===== config.mk =====
export PLATFORM = sky130hd
export DESIGN_NAME = vga_fill_scheduler
export DESIGN_NICKNAME = d
export VERILOG_FILES = /design/src/rtl/vga_fill_scheduler.sv
export SDC_FILE = /design/constraint.sdc
export NUM_CORES = 1
export LEC_CHECK = 0
export BUFFER_PORTS_ARGS = -buffer_cell sky130_fd_sc_hd__buf_2
export CAP_MARGIN = 25
export CORE_MARGIN = 2
export CORE_UTILIZATION = 55
export DETAILED_ROUTE_END_ITERATION = 16
export PLACE_DENSITY = 0.91
export SLEW_MARGIN = 40
export SYNTH_ARGS = -nofsm -noshare
export SYNTH_HDL_FRONTEND = slang
export SYNTH_SLANG_ARGS = --single-unit

===== constraint.sdc =====
create_clock -name clk -period 4.1 [get_ports clk]
set_clock_uncertainty 0.05 [all_clocks]
set_input_delay 0.41 -clock clk [delete_from_list [all_inputs] [get_ports clk]]
set_output_delay 0.41 -clock clk [all_outputs]
set_load 0.1 [all_outputs]

===== src/rtl/vga_fill_scheduler.sv =====
// Round-robin arbiter and one-pixel-per-cycle rectangle rasteriser for the VGA framebuffer write port.
// Define VGA_FILL_CLIP_EN to step over (not plot) pixels outside H_RES x V_RES.
module vga_fill_scheduler #(
   parameter int unsigned COLOUR_W = 3,
   parameter int unsigned H_RES    = 640,
   parameter int unsigned V_RES    = 480
) (
   input  logic                    clk,
   input  logic                    reset,
   input  logic [1:0]              req_valid,
   output logic [1:0]              req_ready,
   input  logic [19:0]             req_x0,
   input  logic [19:0]             req_y0,
   input  logic [19:0]             req_w,
   input  logic [19:0]             req_h,
   input  logic [2*COLOUR_W-1:0]   req_colour,
   output logic [1:0]              req_done,
   input  logic                    wr_ready,
   output logic [9:0]              out_x,
   output logic [9:0]              out_y,
   output logic [18:0]             out_addr,
   output logic [COLOUR_W-1:0]     out_colour,
   output logic                    out_plot
);

`ifdef VGA_FILL_CLIP_EN
   localparam logic CLIP_EN = 1'b1;
`else
   localparam logic CLIP_EN = 1'b0;
`endif
   localparam logic [10:0] H_LIM = 11'(H_RES);
   localparam logic [10:0] V_LIM = 11'(V_RES);

   typedef enum logic [1:0] {S_IDLE, S_FILL, S_DONE} state_t;

   state_t r_state;
   state_t w_next;

   logic                r_last_grant;
   logic                r_grant;
   logic [10:0]         r_x0;
   logic [10:0]         r_xend;
   logic [10:0]         r_yend;
   logic [10:0]         r_cx;
   logic [10:0]         r_cy;
   logic [COLOUR_W-1:0] r_colour;
   logic                r_plot;

   logic                w_any;
   logic                w_gnt;
   logic                w_accept;
   logic                w_empty;
   logic                w_row_end;
   logic                w_last;
   logic                w_adv;
   logic                w_cand_on;
   logic [9:0]          w_sel_x0;
   logic [9:0]          w_sel_y0;
   logic [9:0]          w_sel_w;
   logic [9:0]          w_sel_h;
   logic [COLOUR_W-1:0] w_sel_col;
   logic [10:0]         w_cand_x;
   logic [10:0]         w_cand_y;
   logic [18:0]         w_y19;
   logic [18:0]         w_x19;

   // Requester selection: a tie goes to the one not granted last time.
   always_comb begin
      w_any     = |req_valid;
      w_gnt     = (req_valid == 2'b11) ? ~r_last_grant : req_valid[1];
      w_sel_x0  = w_gnt ? req_x0[19:10] : req_x0[9:0];
      w_sel_y0  = w_gnt ? req_y0[19:10] : req_y0[9:0];
      w_sel_w   = w_gnt ? req_w[19:10]  : req_w[9:0];
      w_sel_h   = w_gnt ? req_h[19:10]  : req_h[9:0];
      w_sel_col = w_gnt ? req_colour[2*COLOUR_W-1:COLOUR_W] : req_colour[COLOUR_W-1:0];
      w_empty   = (w_sel_w == '0) || (w_sel_h == '0);
   end

   // Candidate pixel: the rectangle origin when idle, otherwise the raster successor.
   always_comb begin
      w_row_end = (r_cx + 11'd1) == r_xend;
      w_last    = w_row_end && ((r_cy + 11'd1) == r_yend);
      w_adv     = !r_plot || wr_ready;
      if (r_state == S_IDLE) begin
         w_cand_x = {1'b0, w_sel_x0};
         w_cand_y = {1'b0, w_sel_y0};
      end else if (w_row_end) begin
         w_cand_x = r_x0;
         w_cand_y = r_cy + 11'd1;
      end else begin
         w_cand_x = r_cx + 11'd1;
         w_cand_y = r_cy;
      end
      w_cand_on = !CLIP_EN || ((w_cand_x < H_LIM) && (w_cand_y < V_LIM));
   end

   always_ff @(posedge clk) begin
      if (reset) r_state <= S_IDLE;
      else       r_state <= w_next;
   end

   always_comb begin
      w_next = r_state;
      case (r_state)
         S_IDLE:  if (w_any) w_next = w_empty ? S_DONE : S_FILL;
         S_FILL:  if (w_adv && w_last) w_next = S_DONE;
         S_DONE:  w_next = S_IDLE;
         default: w_next = S_IDLE;
      endcase
   end

   always_comb begin
      req_ready = '0;
      req_done  = '0;
      w_accept  = 1'b0;
      case (r_state)
         S_IDLE: begin
            if (w_any) begin
               w_accept         = 1'b1;
               req_ready[w_gnt] = 1'b1;
            end
         end
         S_DONE:  req_done[r_grant] = 1'b1;
         default: ;
      endcase
   end

   // Pixel register: loaded with the origin on accept, stepped whenever the port is free.
   always_ff @(posedge clk) begin
      if (reset) begin
         r_last_grant <= 1'b1;
         r_grant      <= 1'b0;
         r_x0         <= '0;
         r_xend       <= '0;
         r_yend       <= '0;
         r_cx         <= '0;
         r_cy         <= '0;
         r_colour     <= '0;
         r_plot       <= 1'b0;
      end else if (w_accept) begin
         r_grant      <= w_gnt;
         r_last_grant <= w_gnt;
         r_x0         <= {1'b0, w_sel_x0};
         r_xend       <= {1'b0, w_sel_x0} + {1'b0, w_sel_w};
         r_yend       <= {1'b0, w_sel_y0} + {1'b0, w_sel_h};
         r_cx         <= w_cand_x;
         r_cy         <= w_cand_y;
         r_colour     <= w_sel_col;
         r_plot       <= !w_empty && w_cand_on;
      end else if ((r_state == S_FILL) && w_adv) begin
         if (w_last) begin
            r_plot <= 1'b0;
         end else begin
            r_cx   <= w_cand_x;
            r_cy   <= w_cand_y;
            r_plot <= w_cand_on;
         end
      end
   end

   always_comb begin
      w_y19      = {9'd0, r_cy[9:0]};
      w_x19      = {9'd0, r_cx[9:0]};
      out_x      = r_cx[9:0];
      out_y      = r_cy[9:0];
      out_addr   = (w_y19 << 9) + (w_y19 << 7) + w_x19;
      out_colour = r_colour;
      out_plot   = r_plot;
   end

endmodule


==> flow_summary.toml, run 1 <==
[logic_synthesis]
synth_edf_count = 0
synth_top_area_share = 0.229
synth_seq_area_share = 0.229
ys_async_sr_fraction = 0
synth.area.top_cells = "dfxtp_1 (23%), ha_1 (9.5%), mux2_2 (7.7%)"
synth.distinct_cells = 64
synthFlopType = "dfxtp_1"
syn_inst = 678
avgSynthCellArea_sq_um = 7.99
ys_ff_latch = 62
syn_area_sq_um = 5420
ys_warn_count = 0
synth.largest_area_cell = "dfxtp_1"
synth_nets = 814

[clock_network]
clk_pin_slew_ps = 70
root_buffer = "clkbuf_8"
clk_latency_ps = 360
cts.sinks = 62
clock_path_buffers = 2
cts_tree = "done"
cts_max_level = 3
cts_buffers = 9

[pwr]
leakagePower_uw = 0.00283
clockPowerShare = 0.211
p_seq_frac = 0.291
power_uw = 2640
intPower_uw = 1370
irDropWorstVdd_mv = 0.313
p_per_area_nw_per_um2 = 423
p_sw_uw = 1270
sw_frac_of_total = 0.481
combPwrFrac = 0.498

[cells_and_area]
final_cell_mix = "buf_2 (135), nor2_1 (65), dfxtp_1 (62), nand2_1 (47), a21oi_1 (46)"
fillCellCount = 812
finalNetCount = 907
drive_gt1_frac = 0.272
syn_to_final_growth_pct = 15.3
register_area_sq_um = 1240
multi_input_area_sq_um = 3740
n_antenna_cell = 0
mostFrequentLayoutCell = "buf_2"

[sta]
fin_crit_sh = 0.962
hold_viol_final = 0
fin_crit_ps = 3950
slew_violations = 0
relSlewSlack = 0.481
layout_setup_ws_ps = 154
setup_viol = 0
tightest_slew_ps = 778
fmax_ghz = 0.253

[drt]
vias_per_cell = 5.87
drt-total-wl_mm = 14.4
drtAntennaViolNets = 0
firstDrtPassIters = 5
vias = 5340
wl_per_cell_microns = 15.8
drc = 0
drt_iter0_markers = 418

[floorplan]
die_h_microns = 103
die-area_sq_um = 10700
start_util = 0.559
die_x_microns = 103
row_count = 36
core_sq_um = 9680
pin_count = 138

[global_routing]
grt_pass1_vias = 4608
overflow = 0
grt_first_pass_wirelength_mm = 22.3
grt_max_degree = 57
grtUsageTotal = 0.269
grt_antenna_before_repair = 0

[placement]
place_ws_ps = 434
port_buffers = 137
place_congestion = 0.942
place_hpwl_mm = 10.7

[setup_path]
reg2reg_from = "r_last_grant"
cp_max_fo = 5
worst-path-buf-inv = 3
worst_setup_path_start_kind = "register"
crit_family = "compound AO/OA/AOI/OAI gates"
path_cells = "inv_1 > fa_1 > inv_1 > fa_1 > a21o_1 > a21oi_1 > o21bai_1 > a21oi_2 > o21bai_1 > a21oi_2 > nor4b_1 > a211o_1 > clkbuf_4"
cpPeakStageDelay_ps = 530
crit_required_ps = 3640
slowest_stage = "fa_1"
startpoint = "r_cx[9]"
endpoint_kind = "primary output"
crit_type = "reg -> out"
cp_data_arrival_time_ps = 3490

[run]
drv_cap = 0

[min_path]
hold_class = "in -> reg"
hp-start = "req_colour[2]"

[run_status]
outcome = "finished, final reports clean"
-- state kept, by name, indices dropped and copies added, names as in the netlist --
register and flops:
r_cy 11, r_x0 10, out_colour 3, r_xend 11, out_plot 1, r_grant 1
r_last_grant 1, r_yend 11, r_state 2, r_cx 11
-- worst register-to-register path: cells and delay by family (launching register included) --
family / cells / cell delay [ps]
AO/OA/AOI/OAI: 8 / 1550
adder cells (fa/ha/maj): 2 / 550
flip-flops: 1 / 340
buffers and inverters: 2 / 310
multiplexers: 1 / 310
AND/OR/NAND/NOR: 1 / 140
-- worst paths after layout --
| kind | end | slack (ps) | cells past startpoint |
|---|---|---|---|
| worst min register to register | r_yend[3] | 420 | 2 |
| worst max register to register | r_yend[10] | 720 | 14 |
| worst min-delay path | out_colour[2] | 340 | 3 |
| worst max-delay path | out_addr[18] | 150 | 13 |
-- area by class of cell --
type / count / share of cell area
Sequential cell: 62 / 0.199
Clock buffer: 11 / 0.0226
Clock inverter: 5 / 0.00921
Inverter: 29 / 0.0174
Multi-Input combinational cell: 522 / 0.599
Timing Repair Buffer: 147 / 0.127
Tap cell: 133 / 0.0266
-- synth_stat cells (all sizes together), types with 9 or more instances --
library cell,count
a21oi,48
a31oi,12
buf,38
clkbuf,27
dfxtp,62
ha,41
inv,28
mux2,37
mux2i,10
nand2,47
nand3,17
nand4,9
nor2,67
nor3,34
nor4,9
o21ai,29
xnor2,34
-- through the flow --
step	utilization	hold slack (ps)	std cells	instance area (sq um)	setup TNS (ps)
after global routing	0.645	373	909	6250	-11.7
final	0.645	341	909	6250	0
after CTS	0.644	334	909	6240	0
after global placement	0.623	396	893	6040	0
after floorplan	-	383	678	5420	0
after detailed placement	0.623	410	893	6040	0
-- cell families (layout without fill, tap and decap cells) --
family	Yosys count	in the layout	synth area share
muxes	47	47	0.0954
DFF	62	62	0.229
buffers and inverters	94	192	0.0866
adders and majority gates	45	45	0.110
xor gates and xnor gates	45	45	0.0843
AOI/OAI and AO/OA	149	149	0.175
and+or+nand+nor	236	236	0.220
-- routing by layer --
metal	routed length, microns	up-vias	share of wire	GRT usage
met1	6490	2461	0.45	0.386
met4	229	0	0.016	0.0810
met3	1180	25	0.082	0.0383
met5	0	-	0	0
li1	-	2603	-	-
met2	6510	251	0.45	0.421
-- power groups by stage --
stage	clock, uW	sequential (uW)	combinational [uW]
3_5_place_dp	0	779	1300
6_report	558	768	1310
5_1_grt	586	778	1410
2_1_floorplan	0	771	1090
4_1_cts	561	766	1310
3_3_place_gp	0	775	1280
-- what timing repair did --
item,4_1_cts,5_1_grt
hold buffers,0,0
setup endpoints to repair,0,2
buffers inserted,0,0
gates resized for setup,0,3
No activity file was read; power rests on OpenSTA's default activity.
==> run 2, diff against run 1 <==
- SETUP_SLACK_MARGIN: default -> 0.3
==> flow_summary.toml, run 2 (same netlist as run 1, synthesis figures left out) <==
[setup_path]
cp_data_arrival_time_ps = 3240
crit_required_ps = 3640
reg2reg_from = "r_cy[0]"
cp_max_fo = 5
startpoint = "r_cx[9]"
crit_type = "reg -> out"
endpoint_kind = "primary output"
worstReg2RegEnd = "r_cx[0]"
crit_end = "out_addr[17]"
rr_worst_depth = 10
rrSetupSlack_ps = 710
worst_setup_path_start_kind = "register"

[placement]
place_area_sq_um = 6110
dp.cells = 901
place_hpwl_mm = 10.7
place_congestion = 0.891
port_buffers = 137

[run]
drv_cap = 0

[global_routing]
grt_first_pass_wirelength_mm = 23.5
grt_pass1_vias = 4908
grt_max_degree = 57
grtUsageTotal = 0.278
grt_antenna_before_repair = 0
overflow = 0

[floorplan]
core_sq_um = 9680
die_h_microns = 103
pin_count = 138
die-area_sq_um = 10700
die_x_microns = 103
row_count = 36
start_util = 0.559

[drt]
firstDrtPassIters = 5
drt_iter0_markers = 432
vias_per_cell = 5.87
vias = 5428
drc = 0
drt-total-wl_mm = 14.8
drtAntennaViolNets = 0
wl_per_cell_microns = 16.0

[clock_network]
root_buffer = "clkbuf_8"
clk_pin_slew_ps = 70
cts.sinks = 62
ctsHoldBuffers = 0
cts_tree = "done"
cts_buffers = 9
cts_max_level = 3
clock_path_buffers = 2
clk_latency_ps = 360

[cells_and_area]
mostFrequentLayoutCell = "buf_2"
fin_area_sq_um = 6410
fin_util = 0.662
fin_cells = 924
drive_gt1_frac = 0.300
final_cell_mix = "buf_2 (134), nor2_1 (65), dfxtp_1 (60), nand2_1 (47), a21oi_1 (42)"
n_antenna_cell = 0
syn_to_final_growth_pct = 18.4
finalNetCount = 922

[min_path]
hold_class = "in -> reg"

[sta]
rsz0062_at_grt = "yes"
relSlewSlack = 0.483
setup_viol = 0
fin_crit_sh = 0.902
hold_viol_final = 0
fin_crit_ps = 3700
tns_ps = 0
fmax_ghz = 0.270
tightest_slew_ps = 775
slew_violations = 0

[run_status]
outcome = "finished, final reports clean"

[pwr]
irDropWorstVdd_mv = 0.229
leakagePower_uw = 0.00292
p_per_area_nw_per_um2 = 413
run 2: worst max-delay path, stage by stage, from the launching register on:
cell and delay, ps:
dfxtp_4 360, inv_1 60, fa_1 520, inv_1 70
ha_1 290, a21o_1 160, a21oi_2 170, o21bai_1 100
a21oi_2 180, o21bai_1 100, a21oi_2 230, mux2i_1 250
o2111ai_2 140, buf_4 260
run 2: metrics by stage:
stage | setup slack, ps | hold slack [ps] | total power (uW)
final | 403 | 364 | 2650
after CTS | 320 | 376 | 2610
after global routing | 197 | 400 | 2780
after floorplan | 333 | 383 | 1870
after detailed placement | 359 | 402 | 2090
after global placement | 437 | 398 | 2070
run 2: how the worst min path moves through the flow:
stage	from	endpoint	slack (ps)	cells past startpoint
finish	req_colour[2]	out_colour[2]	360	3
global route	req_colour[2]	out_colour[2]	400	3
CTS	req_colour[1]	out_colour[1]	380	5
detailed placement	r_x0[0]	r_x0[0]	400	1
global placement	r_x0[0]	r_x0[0]	400	1
floorplan	r_last_grant	r_last_grant	380	2
run 2: layout make-up:
type	count	area, sq um
well taps	133	166
clock inverters	4	28.8
inverters	29	109
fillers	783	3270
flip-flops and latches	62	1250
clock buffers	12	165
multi-input cells	522	3780
repair buffers	162	918
run 2: what timing repair did:
action,CTS,global route
gates resized for setup,7,8
endpoints found under the setup margin,4,6
setup buffers,1,6
pin swaps,2,6
run 2: report_power, final:
part	total, uW	switching [uW]	internal [uW]
Sequential	760	84.4	676
Combinational	1360	944	420
Clock	523	253	270
run 2: routing by layer:
layer,vias to the layer above,part of all wire,track usage
met5,-,0,0
met4,0,0.020,0.0820
met2,293,0.44,0.424
met1,2463,0.45,0.401
met3,28,0.092,0.0538
li1,2644,-,-
==> run 3, diff against run 2 <==
- CAP_MARGIN: 25 -> default
- clock period: 4.1 -> 4.6 ns (I/O delays scaled with it)
==> flow_summary.toml, run 3 (same netlist as run 1, synthesis figures left out) <==
[cells_and_area]
n_antenna_cell = 0
finalNetCount = 905
fillCellCount = 810
syn_to_final_growth_pct = 15.3
mostFrequentLayoutCell = "buf_2"
drive_gt1_frac = 0.273
fin_area_sq_um = 6240
final_cell_mix = "buf_2 (137), nor2_1 (65), dfxtp_1 (60), a21oi_1 (47), nand2_1 (47)"

[global_routing]
grt_pass1_vias = 4681
grt_first_pass_wirelength_mm = 22.7
grtUsageTotal = 0.270
overflow = 0
grt_max_degree = 57
grt_antenna_before_repair = 0

[drt]
wl_per_cell_microns = 16.1
firstDrtPassIters = 5
drt-total-wl_mm = 14.6
drtAntennaViolNets = 0
drc = 0
drt_iter0_markers = 478
vias_per_cell = 5.89
vias = 5342

[sta]
slew_violations = 0
hold_viol_final = 0
fin_crit_ps = 4050
layout_setup_ws_ps = 552
fmax_ghz = 0.247
fin_crit_sh = 0.880
relSlewSlack = 0.490
tns_ps = 0
rsz0062_at_grt = "no"
tightest_slew_ps = 764
setup_viol = 0

[run]
drv_cap = 0

[pwr]
p_per_area_nw_per_um2 = 392
sw_frac_of_total = 0.466
clockPowerShare = 0.244
p_sw_uw = 1140
irDropWorstVdd_mv = 0.197
combPwrFrac = 0.474
power_uw = 2450
intPower_uw = 1310
leakagePower_uw = 0.00283
p_seq_frac = 0.282

[clock_network]
clk_latency_ps = 350
cts_tree = "done"
cts_buffers = 9
cts.sinks = 62
cts_max_level = 3
postCtsSetupRepairBufs = 0
root_buffer = "clkbuf_8"
clock_path_buffers = 2
clk_pin_slew_ps = 70

[setup_path]
cp_max_fo = 5
endpoint_kind = "primary output"
crit_required_ps = 4090
worst_setup_path_start_kind = "register"
rr_worst_depth = 14
cp_data_arrival_time_ps = 3540
crit_type = "reg -> out"

[min_path]
holdPathStages = 3
hold_class = "in -> reg"

[placement]
place_ws_ps = 738
place_area_sq_um = 5990
port_buffers = 137
place_congestion = 0.944
place_hpwl_mm = 10.7

[floorplan]
die-area_sq_um = 10700
start_util = 0.559
pin_count = 138
row_count = 36
core_sq_um = 9680
die_x_microns = 103
die_h_microns = 103

[run_status]
outcome = "finished, final reports clean"
[run 3: cell types whose count changed in the layout (fill, tap and decap cells not counted), moves of 3 or more]
| cell | before | now |
|---|---|---|
| buf_2 | 134 | 137 |
| a21oi_1 | 42 | 47 |
| a21oi_2 | 6 | 1 |
| buf_4 | 25 | 8 |
| clkbuf_8 | 12 | 9 |
| bufinv_16 | 0 | 3 |
| buf_12 | 3 | 0 |
[run 3: final cells by class]
cell class	count	area, sq um	share of cell area
multi-input cells	522	3740	0.598
flip-flops and latches	62	1240	0.199
repair buffers	145	746	0.119
well taps	133	166	0.0266
clock buffers	9	124	0.0198
clock inverters	7	120	0.0192
inverters	29	109	0.0174
[run 3: repair_timing]
action	in CTS	in global routing
hold buffers	0	0
resized for setup	0	3
setup endpoints to repair	0	2
[run 3: metal layers]
layer  vias up  wire length, microns  share of wire  GRT usage
met5         -                     0              0          0
met4         0                   211          0.014     0.0759
met3        20                  1310          0.090     0.0376
met2       294                  6430           0.44      0.420
met1      2434                  6610           0.45      0.391
li1       2594                     -              -          -
[run 3: power groups by stage]
stage	Clock (uW)	Sequential, uW	Combinational (uW)
floorplan	0	687	976
global placement	0	695	1130
detailed placement	0	698	1140
CTS	594	687	1150
global route	619	698	1240
finish	597	690	1160
[run 3: through the flow]
step / cells / hold WS, ps / utilization
2_1_floorplan: 678 / 383 / -
3_3_place_gp: 891 / 398 / 0.619
3_5_place_dp: 891 / 411 / 0.619
5_1_grt: 907 / 419 / 0.645
6_report: 907 / 397 / 0.645
4_1_cts: 907 / 394 / 0.644
[run 3: worst max-delay path, stage by stage, from the launching register on]
cell,delay [ps]
dfxtp_1,410
inv_1,90
fa_1,530
inv_1,60
fa_1,460
a21o_1,170
a21oi_1,230
o21bai_1,90
a21oi_1,230
o21bai_1,120
a21oi_2,210
nor4b_1,70
a211o_1,230
buf_2,290
[run 3: final timing paths]
path                               startpoint            end  slack (ps)
worst min-delay path            req_colour[2]  out_colour[2]         400
worst max register to register   r_last_grant     r_yend[10]        1040
worst max-delay path                  r_cx[9]   out_addr[18]         550
worst min register to register      r_yend[3]      r_yend[3]         440
